<file path="src/rtl/lsu_ctrl_if.sv">
`default_nettype none
// ============================================================================
// Module   : lsu_ctrl_if
// Purpose  : Bundles the pipeline-side request/response signals and the
//            memory-side bus of the load/store unit controller.
// Modports : slave  - the LSU controller's view (drives busy/done/fault/
//                     rdata and the mem_* request signals).
//            master - the environment's view (pipeline + memory), the
//                     mirror image of slave.
// Revision : 1.0 - initial release
// ============================================================================
interface lsu_ctrl_if;
    // pipeline side
    logic        start;
    logic        is_store;
    logic [2:0]  funct3;
    logic [31:0] addr;
    logic [31:0] wdata;
    logic        busy;
    logic        done;
    logic        fault;
    logic [31:0] rdata;
    // memory side
    logic        mem_req;
    logic        mem_we;
    logic [31:0] mem_addr;
    logic [3:0]  mem_be;
    logic [31:0] mem_wdata;
    logic        mem_ready;
    logic        mem_rvalid;
    logic [31:0] mem_rdata;

    modport slave (
        input  start, is_store, funct3, addr, wdata,
        output busy, done, fault, rdata,
        output mem_req, mem_we, mem_addr, mem_be, mem_wdata,
        input  mem_ready, mem_rvalid, mem_rdata
    );

    modport master (
        output start, is_store, funct3, addr, wdata,
        input  busy, done, fault, rdata,
        input  mem_req, mem_we, mem_addr, mem_be, mem_wdata,
        output mem_ready, mem_rvalid, mem_rdata
    );
endinterface
`default_nettype wire

</file>
<file path="src/rtl/lsu_ctrl.sv">
`default_nettype none
// ============================================================================
// Module   : lsu_ctrl
// Purpose  : Single-outstanding load/store controller. Accepts one RISC-V
//            style access from the pipeline, checks legality/alignment,
//            issues a word-aligned memory request with byte lanes, and
//            returns an aligned, sign/zero-extended load result.
// Ports    : clk  - clock, all state on the rising edge
//            rst  - synchronous active-high reset
//            bus  - lsu_ctrl_if.slave: start/is_store/funct3/addr/wdata in,
//                   busy/done/fault/rdata out, mem_req/mem_we/mem_addr/
//                   mem_be/mem_wdata out, mem_ready/mem_rvalid/mem_rdata in
// Params   : TIMEOUT - max cycles in REQ+WAIT before a fault, 0 = never
// Revision : 1.0 - initial release
// ============================================================================
module lsu_ctrl #(
    parameter int unsigned TIMEOUT = 255
) (
    input  logic       clk,
    input  logic       rst,
    lsu_ctrl_if.slave  bus
);

    typedef enum logic [2:0] {
        S_IDLE = 3'd0,
        S_REQ  = 3'd1,
        S_WAIT = 3'd2,
        S_DONE = 3'd3,
        S_ERR  = 3'd4
    } state_t;

    // Counter value on the last allowed REQ/WAIT cycle; the transition out
    // of that cycle is the point at which the count reaches TIMEOUT.
    localparam logic [31:0] c_TO_LAST = 32'(TIMEOUT - 32'd1);

    state_t      r_state;
    state_t      w_next;

    logic        r_is_store;
    logic [2:0]  r_funct3;
    logic [1:0]  r_off;
    logic [31:0] r_mem_addr;
    logic [3:0]  r_mem_be;
    logic [31:0] r_mem_wdata;
    logic [31:0] r_rdata;
    logic [31:0] r_tcnt;

    logic        w_illegal;
    logic        w_misaligned;
    logic        w_bad;
    logic [3:0]  w_be;
    logic [31:0] w_wdata_sh;
    logic        w_timeout;
    logic [7:0]  w_byte;
    logic [15:0] w_half;
    logic [31:0] w_ext;

    // ------------------------------------------------------------------
    // Request decode (applies to the live inputs while in IDLE)
    // ------------------------------------------------------------------
    always_comb begin
        w_illegal = 1'b0;
        if (bus.is_store) begin
            w_illegal = (bus.funct3 != 3'b000) && (bus.funct3 != 3'b001) &&
                        (bus.funct3 != 3'b010);
        end else begin
            w_illegal = (bus.funct3 == 3'b011) || (bus.funct3[2:1] == 2'b11);
        end
    end

    // funct3[1:0] encodes the size for every legal code (00 b, 01 h, 10 w)
    assign w_misaligned = ((bus.funct3[1:0] == 2'b01) && bus.addr[0]) ||
                          ((bus.funct3[1:0] == 2'b10) && (bus.addr[1:0] != 2'b00));
    assign w_bad        = w_illegal || w_misaligned;

    always_comb begin
        w_be = 4'b1111;
        case (bus.funct3[1:0])
            2'b00:   w_be = 4'b0001 << bus.addr[1:0];
            2'b01:   w_be = 4'b0011 << bus.addr[1:0];
            default: w_be = 4'b1111;
        endcase
    end

    assign w_wdata_sh = bus.wdata << {bus.addr[1:0], 3'b000};

    assign w_timeout  = (TIMEOUT != 0) && (r_tcnt == c_TO_LAST);

    // ------------------------------------------------------------------
    // Load-data alignment and extension (uses the latched access)
    // ------------------------------------------------------------------
    always_comb begin
        w_byte = bus.mem_rdata[7:0];
        case (r_off)
            2'd0: w_byte = bus.mem_rdata[7:0];
            2'd1: w_byte = bus.mem_rdata[15:8];
            2'd2: w_byte = bus.mem_rdata[23:16];
            2'd3: w_byte = bus.mem_rdata[31:24];
            default: w_byte = bus.mem_rdata[7:0];
        endcase
    end

    assign w_half = r_off[1] ? bus.mem_rdata[31:16] : bus.mem_rdata[15:0];

    always_comb begin
        w_ext = bus.mem_rdata;
        case (r_funct3)
            3'b000:  w_ext = {{24{w_byte[7]}}, w_byte};
            3'b001:  w_ext = {{16{w_half[15]}}, w_half};
            3'b100:  w_ext = {24'd0, w_byte};
            3'b101:  w_ext = {16'd0, w_half};
            default: w_ext = bus.mem_rdata;
        endcase
    end

    // ------------------------------------------------------------------
    // FSM next state
    // ------------------------------------------------------------------
    always_comb begin
        w_next = r_state;
        case (r_state)
            S_IDLE: begin
                if (bus.start) begin
                    w_next = w_bad ? S_ERR : S_REQ;
                end
            end
            S_REQ: begin
                // A same-cycle rvalid is deliberately ignored here; the
                // read data must be presented again while in WAIT.
                if (bus.mem_ready) begin
                    w_next = r_is_store ? S_DONE : S_WAIT;
                end else if (w_timeout) begin
                    w_next = S_ERR;
                end
            end
            S_WAIT: begin
                if (bus.mem_rvalid) begin
                    w_next = S_DONE;
                end else if (w_timeout) begin
                    w_next = S_ERR;
                end
            end
            S_DONE:  w_next = S_IDLE;
            S_ERR:   w_next = S_IDLE;
            default: w_next = S_IDLE;
        endcase
    end

    // ------------------------------------------------------------------
    // State and datapath registers
    // ------------------------------------------------------------------
    always_ff @(posedge clk) begin
        if (rst) begin
            r_state     <= S_IDLE;
            r_is_store  <= 1'b0;
            r_funct3    <= 3'b000;
            r_off       <= 2'b00;
            r_mem_addr  <= 32'd0;
            r_mem_be    <= 4'b0000;
            r_mem_wdata <= 32'd0;
            r_rdata     <= 32'd0;
            r_tcnt      <= 32'd0;
        end else begin
            r_state <= w_next;

            if ((r_state == S_IDLE) && bus.start) begin
                r_is_store <= bus.is_store;
                r_funct3   <= bus.funct3;
                r_off      <= bus.addr[1:0];
                // Bus-facing registers only move for a request that will
                // actually be issued, so a rejected access leaves them alone.
                if (!w_bad) begin
                    r_mem_addr  <= {bus.addr[31:2], 2'b00};
                    r_mem_be    <= w_be;
                    r_mem_wdata <= w_wdata_sh;
                end
            end

            if ((r_state == S_IDLE) && (w_next == S_REQ)) begin
                r_tcnt <= 32'd0;
            end else if ((r_state == S_REQ) || (r_state == S_WAIT)) begin
                r_tcnt <= r_tcnt + 32'd1;
            end

            if ((r_state == S_WAIT) && bus.mem_rvalid) begin
                r_rdata <= w_ext;
            end
        end
    end

    // ------------------------------------------------------------------
    // Outputs
    // ------------------------------------------------------------------
    assign bus.busy      = (r_state != S_IDLE);
    assign bus.done      = (r_state == S_DONE) || (r_state == S_ERR);
    assign bus.fault     = (r_state == S_ERR);
    assign bus.rdata     = r_rdata;
    assign bus.mem_req   = (r_state == S_REQ);
    assign bus.mem_we    = (r_state == S_REQ) && r_is_store;
    assign bus.mem_addr  = r_mem_addr;
    assign bus.mem_be    = r_mem_be;
    assign bus.mem_wdata = r_mem_wdata;

endmodule
`default_nettype wire
</file>
<file path="src/flat_wrapper.sv">
// flat-port wrapper written by rule: the top's interface ports become plain ports
module lsu_ctrl_flat 
#(
    parameter int unsigned TIMEOUT = 255
)
  (clk, rst, bus_start, bus_is_store, bus_funct3, bus_addr, bus_wdata, bus_busy, bus_done, bus_fault, bus_rdata, bus_mem_req, bus_mem_we, bus_mem_addr, bus_mem_be, bus_mem_wdata, bus_mem_ready, bus_mem_rvalid, bus_mem_rdata);
  lsu_ctrl_if bus_i ();
  input  logic clk;
  input  logic rst;
  input wire logic [$bits(bus_i.start)-1:0] bus_start;
  input wire logic [$bits(bus_i.is_store)-1:0] bus_is_store;
  input wire logic [$bits(bus_i.funct3)-1:0] bus_funct3;
  input wire logic [$bits(bus_i.addr)-1:0] bus_addr;
  input wire logic [$bits(bus_i.wdata)-1:0] bus_wdata;
  output wire logic [$bits(bus_i.busy)-1:0] bus_busy;
  output wire logic [$bits(bus_i.done)-1:0] bus_done;
  output wire logic [$bits(bus_i.fault)-1:0] bus_fault;
  output wire logic [$bits(bus_i.rdata)-1:0] bus_rdata;
  output wire logic [$bits(bus_i.mem_req)-1:0] bus_mem_req;
  output wire logic [$bits(bus_i.mem_we)-1:0] bus_mem_we;
  output wire logic [$bits(bus_i.mem_addr)-1:0] bus_mem_addr;
  output wire logic [$bits(bus_i.mem_be)-1:0] bus_mem_be;
  output wire logic [$bits(bus_i.mem_wdata)-1:0] bus_mem_wdata;
  input wire logic [$bits(bus_i.mem_ready)-1:0] bus_mem_ready;
  input wire logic [$bits(bus_i.mem_rvalid)-1:0] bus_mem_rvalid;
  input wire logic [$bits(bus_i.mem_rdata)-1:0] bus_mem_rdata;
  assign bus_i.start = bus_start;
  assign bus_i.is_store = bus_is_store;
  assign bus_i.funct3 = bus_funct3;
  assign bus_i.addr = bus_addr;
  assign bus_i.wdata = bus_wdata;
  assign bus_busy = bus_i.busy;
  assign bus_done = bus_i.done;
  assign bus_fault = bus_i.fault;
  assign bus_rdata = bus_i.rdata;
  assign bus_mem_req = bus_i.mem_req;
  assign bus_mem_we = bus_i.mem_we;
  assign bus_mem_addr = bus_i.mem_addr;
  assign bus_mem_be = bus_i.mem_be;
  assign bus_mem_wdata = bus_i.mem_wdata;
  assign bus_i.mem_ready = bus_mem_ready;
  assign bus_i.mem_rvalid = bus_mem_rvalid;
  assign bus_i.mem_rdata = bus_mem_rdata;
  lsu_ctrl #(.TIMEOUT(TIMEOUT)) u_core (.clk(clk), .rst(rst), .bus(bus_i));
endmodule
</file>
<file path="config.mk">
export PLATFORM = sky130hd
export DESIGN_NAME = lsu_ctrl_flat
export DESIGN_NICKNAME = d
export VERILOG_FILES = /design/src/rtl/lsu_ctrl_if.sv /design/src/rtl/lsu_ctrl.sv /design/src/flat_wrapper.sv
export SDC_FILE = /design/constraint.sdc
export NUM_CORES = 1
export LEC_CHECK = 0
export ABC_AREA = 1
export CAP_MARGIN = 40
export CORE_UTILIZATION = 34
export CTS_CLUSTER_SIZE = 25
export DETAILED_ROUTE_END_ITERATION = 8
export PLACE_DENSITY_LB_ADDON = 0.12
export SETUP_SLACK_MARGIN = 0.5
export SYNTH_ARGS = -nofsm -noshare
export SYNTH_HDL_FRONTEND = slang
export SYNTH_SLANG_ARGS = --single-unit
</file>
<file path="constraint.sdc">
create_clock -name clk -period 2.55 [get_ports clk]
set_input_delay 0.3825 -clock clk [delete_from_list [all_inputs] [get_ports clk]]
set_output_delay 0.3825 -clock clk [all_outputs]
set_load 0.02 [all_outputs]
</file>
==> results.sh <==
export IMPL_reg2reg_depth=7
export IMPL_maxCapViolCount=0
export IMPL_tightest_slew_ps=538.5
export IMPL_insertion_delay_ps=430
export IMPL_final_max_slew_viol_count=0
export IMPL_worst_r2r_setup_slack_ps=750
export IMPL_hold_buffers=0
export IMPL_area_growth_pct=39.42
export IMPL_grt_max_degree=57
export IMPL_design_area_um2=10010
export IMPL_drtPass1Iterations=5
export IMPL_p_leak_nw=3.942
export IMPL_n_antenna_cell=0
export IMPL_clock_root_buffer="clkbuf_16"
export IMPL_htreeDepth=4
export IMPL_tritoncts="done"
export IMPL_fin_skew_ps=6.315
export IMPL_yosys_warnings=0
export IMPL_overflow=0
export IMPL_viasPerCell=4.761
export IMPL_cp_arrival_ps=1580
export IMPL_nNetsFinal=1417
export IMPL_hold_path_class="in -> reg"
export IMPL_hp_start="rst"
export IMPL_grt_pass1_vias=7017
export IMPL_layout_common_cells="nand2_1, nor2_1, clkdlybuf4s50_1"
export IMPL_drc=0
export IMPL_die_w_um=147.3
export IMPL_port_buffers=207
export IMPL_drt_iter0_drc=489
export IMPL_die_area_um2=21690
export IMPL_holdWs_ps=323.1
export IMPL_clkTransAtPathRegs_ps=70
export IMPL_gp_congestion=0.8397
export IMPL_numClockSinks=139
export IMPL_grt_use_total_pct=21.16
export IMPL_setup_violations=0
export IMPL_hpwl_mm=16.73
export IMPL_pwr_density_cell_nw_per_um2=592.1
export IMPL_rows=52
export IMPL_relSlewSlack_pct=63.97
export IMPL_synthesis_instances=1122
export IMPL_drive_gt1_share_pct=6.652
export IMPL_fillers=2137
export IMPL_crit_fanout=4
export IMPL_min_to="u_core.bus.mem_wdata[8]"
export IMPL_fmax_mhz=510.0
export IMPL_grt_pass1_wl_mm=36.47
export IMPL_antenna_found_initial=0
export IMPL_yosys_cell_types_count=34
export IMPL_mostFrequentLayoutCell="nand2_1"
export IMPL_wirelength_mm=22.84
export IMPL_rsz0062_at_grt="no"
export IMPL_status="finished, final reports clean"
export IMPL_netlist_area_um2=7177
export IMPL_whs_path_depth=2
export IMPL_worstSetupPathType="reg -> out"
export IMPL_seqCellArea_um2=2784
export IMPL_drt_wirelength_per_cell_um=14.34
export IMPL_hold_violations=0
export IMPL_crit_path_end_kind="output port"
export IMPL_min_period_ps=1961
export IMPL_avgSynthCellArea_um2=6.397
export IMPL_synth_seq_cells=139
export IMPL_r2r_start="u_core.r_state[1]"
export IMPL_die_y_um=147.3
export IMPL_setup_slack_ps=589.4
export IMPL_peakVddDrop_v=0.0004250
export IMPL_ant_nets=0
export IMPL_final_util_pct=48.82
export IMPL_multiInputGateArea_um2=3739
export IMPL_r2r_end="u_core.bus.mem_be[1]"
export IMPL_cp_required_ps=2170
export IMPL_placed_cell_area_um2=9453
export IMPL_dp_slack_ps=294.3
export IMPL_tns_ps=0
export IMPL_cts_buffers=17
export IMPL_critPathLaunchType="flip-flop"
export IMPL_fin_crit_sh_pct=76.89
export IMPL_vias=7584
export IMPL_clk_path_buf_depth=2
export IMPL_ys_seq_area_share_pct=38.77
export IMPL_start_util_pct=35.02
export IMPL_core_area_um2=20490
export IMPL_io_pins=210
==> per-stage QoR <==
step / power [W] / std cells
finish: 0.005925 / 1593
detailed placement: 0.003634 / 1561
CTS: 0.005985 / 1593
floorplan: 0.003070 / 1123
global route: 0.006217 / 1593
global placement: 0.003637 / 1561
==> critical path: stages, from the launching register on <==
cell             delay [ps]
dfxtp_1                 430
nor2_4                   80
nand2_1                  60
clkdlybuf4s50_1         590
==> metal layers <==
metal,wire length (µm),vias to the layer above,track usage [%]
li1,-,3975,-
met1,10660,3351,27.59
met2,10170,232,33.77
met3,1668,26,5.776
met4,344,0,6.701
met5,0,-,0
==> cell families after synthesis <==
family	after synthesis	share of synthesized area, %
other	1	0.05225
AOI/OAI and AO/OA	232	16.63
adders and majority gates	2	0.3486
and+or+nand+nor	594	34.33
DFF	139	38.77
xor gates and xnor gates	5	0.6102
buffers and inverters	149	9.257
==> synth_stat cells <==
library cell / instances / area share [%]
nand2_1: 285 / 15
inv_2: 6 / 0.31
nand3_2: 4 / 0.56
nor3_1: 11 / 0.77
o211ai_1: 5 / 0.52
conb_1: 1 / 0.052
nor2_2: 5 / 0.44
o211ai_2: 1 / 0.17
o22ai_1: 1 / 0.087
a21oi_1: 79 / 5.5
or2_0: 1 / 0.087
and2_0: 1 / 0.087
dfxtp_1: 139 / 39
buf_6: 6 / 0.94
or2_1: 1 / 0.087
ha_1: 2 / 0.35
buf_4: 7 / 0.73
clkbuf_1: 22 / 1.2
nand2_2: 4 / 0.35
nor2_1: 207 / 11
nor2_4: 5 / 0.78
nand3_1: 45 / 3.1
nand3b_1: 1 / 0.10
nand2_4: 1 / 0.16
inv_1: 82 / 4.3
or2_2: 6 / 0.52
nand4_1: 15 / 1.3
a31oi_1: 9 / 0.78
buf_2: 25 / 1.7
xor2_1: 5 / 0.61
nor3b_1: 2 / 0.21
inv_4: 1 / 0.087
o21ai_1: 10 / 0.70
o21ai_0: 127 / 8.9
==> timing repair <==
item                                    4_1_cts  5_1_grt
resized for setup                             5        1
buffers inserted                              0        0
endpoints found under the setup margin        4        1
gates cloned                                  0        0
==> power breakdown <==
part           switching, W  internal (W)  total (W)
logic              0.000699      0.000512    0.00121
clock network       0.00105       0.00129    0.00234
registers         0.0000786       0.00230    0.00237
==> area by class of cell <==
| type | count | area share (%) |
|---|---|---|
| Multi-Input combinational cell | 835 | 37.36 |
| Sequential cell | 139 | 27.82 |
| Timing Repair Buffer | 228 | 22.56 |
| Clock buffer | 18 | 4.389 |
| Tap cell | 270 | 3.376 |
| Inverter | 89 | 3.364 |
| Clock inverter | 14 | 1.125 |
==> registers in the layout (all words and copies together), names as in the netlist <==
name / flops
u_core.r_funct3: 3
u_core.bus.mem_wdata: 32
u_core.r_off: 2
u_core.bus.mem_be: 4
u_core.r_state: 3
u_core.r_is_store: 1
u_core.bus.mem_addr: 30
u_core.bus.rdata: 32
u_core.r_tcnt: 32
==> how the worst max path moves through the flow <==
stage / startpoint / end / slack [ps] / cells after the start
floorplan: u_core.r_tcnt[0] / u_core.r_tcnt[8] / 1030 / 8
global placement: bus_addr[0] / u_core.bus.mem_wdata[28] / 340 / 8
detailed placement: bus_addr[0] / u_core.bus.mem_be[3] / 290 / 10
CTS: u_core.r_state[0] / bus_busy / 570 / 3
global route: u_core.r_state[1] / bus_busy / 520 / 3
finish: u_core.r_state[0] / bus_busy / 590 / 3
Note: power is estimated with default switching activity, not from simulation.
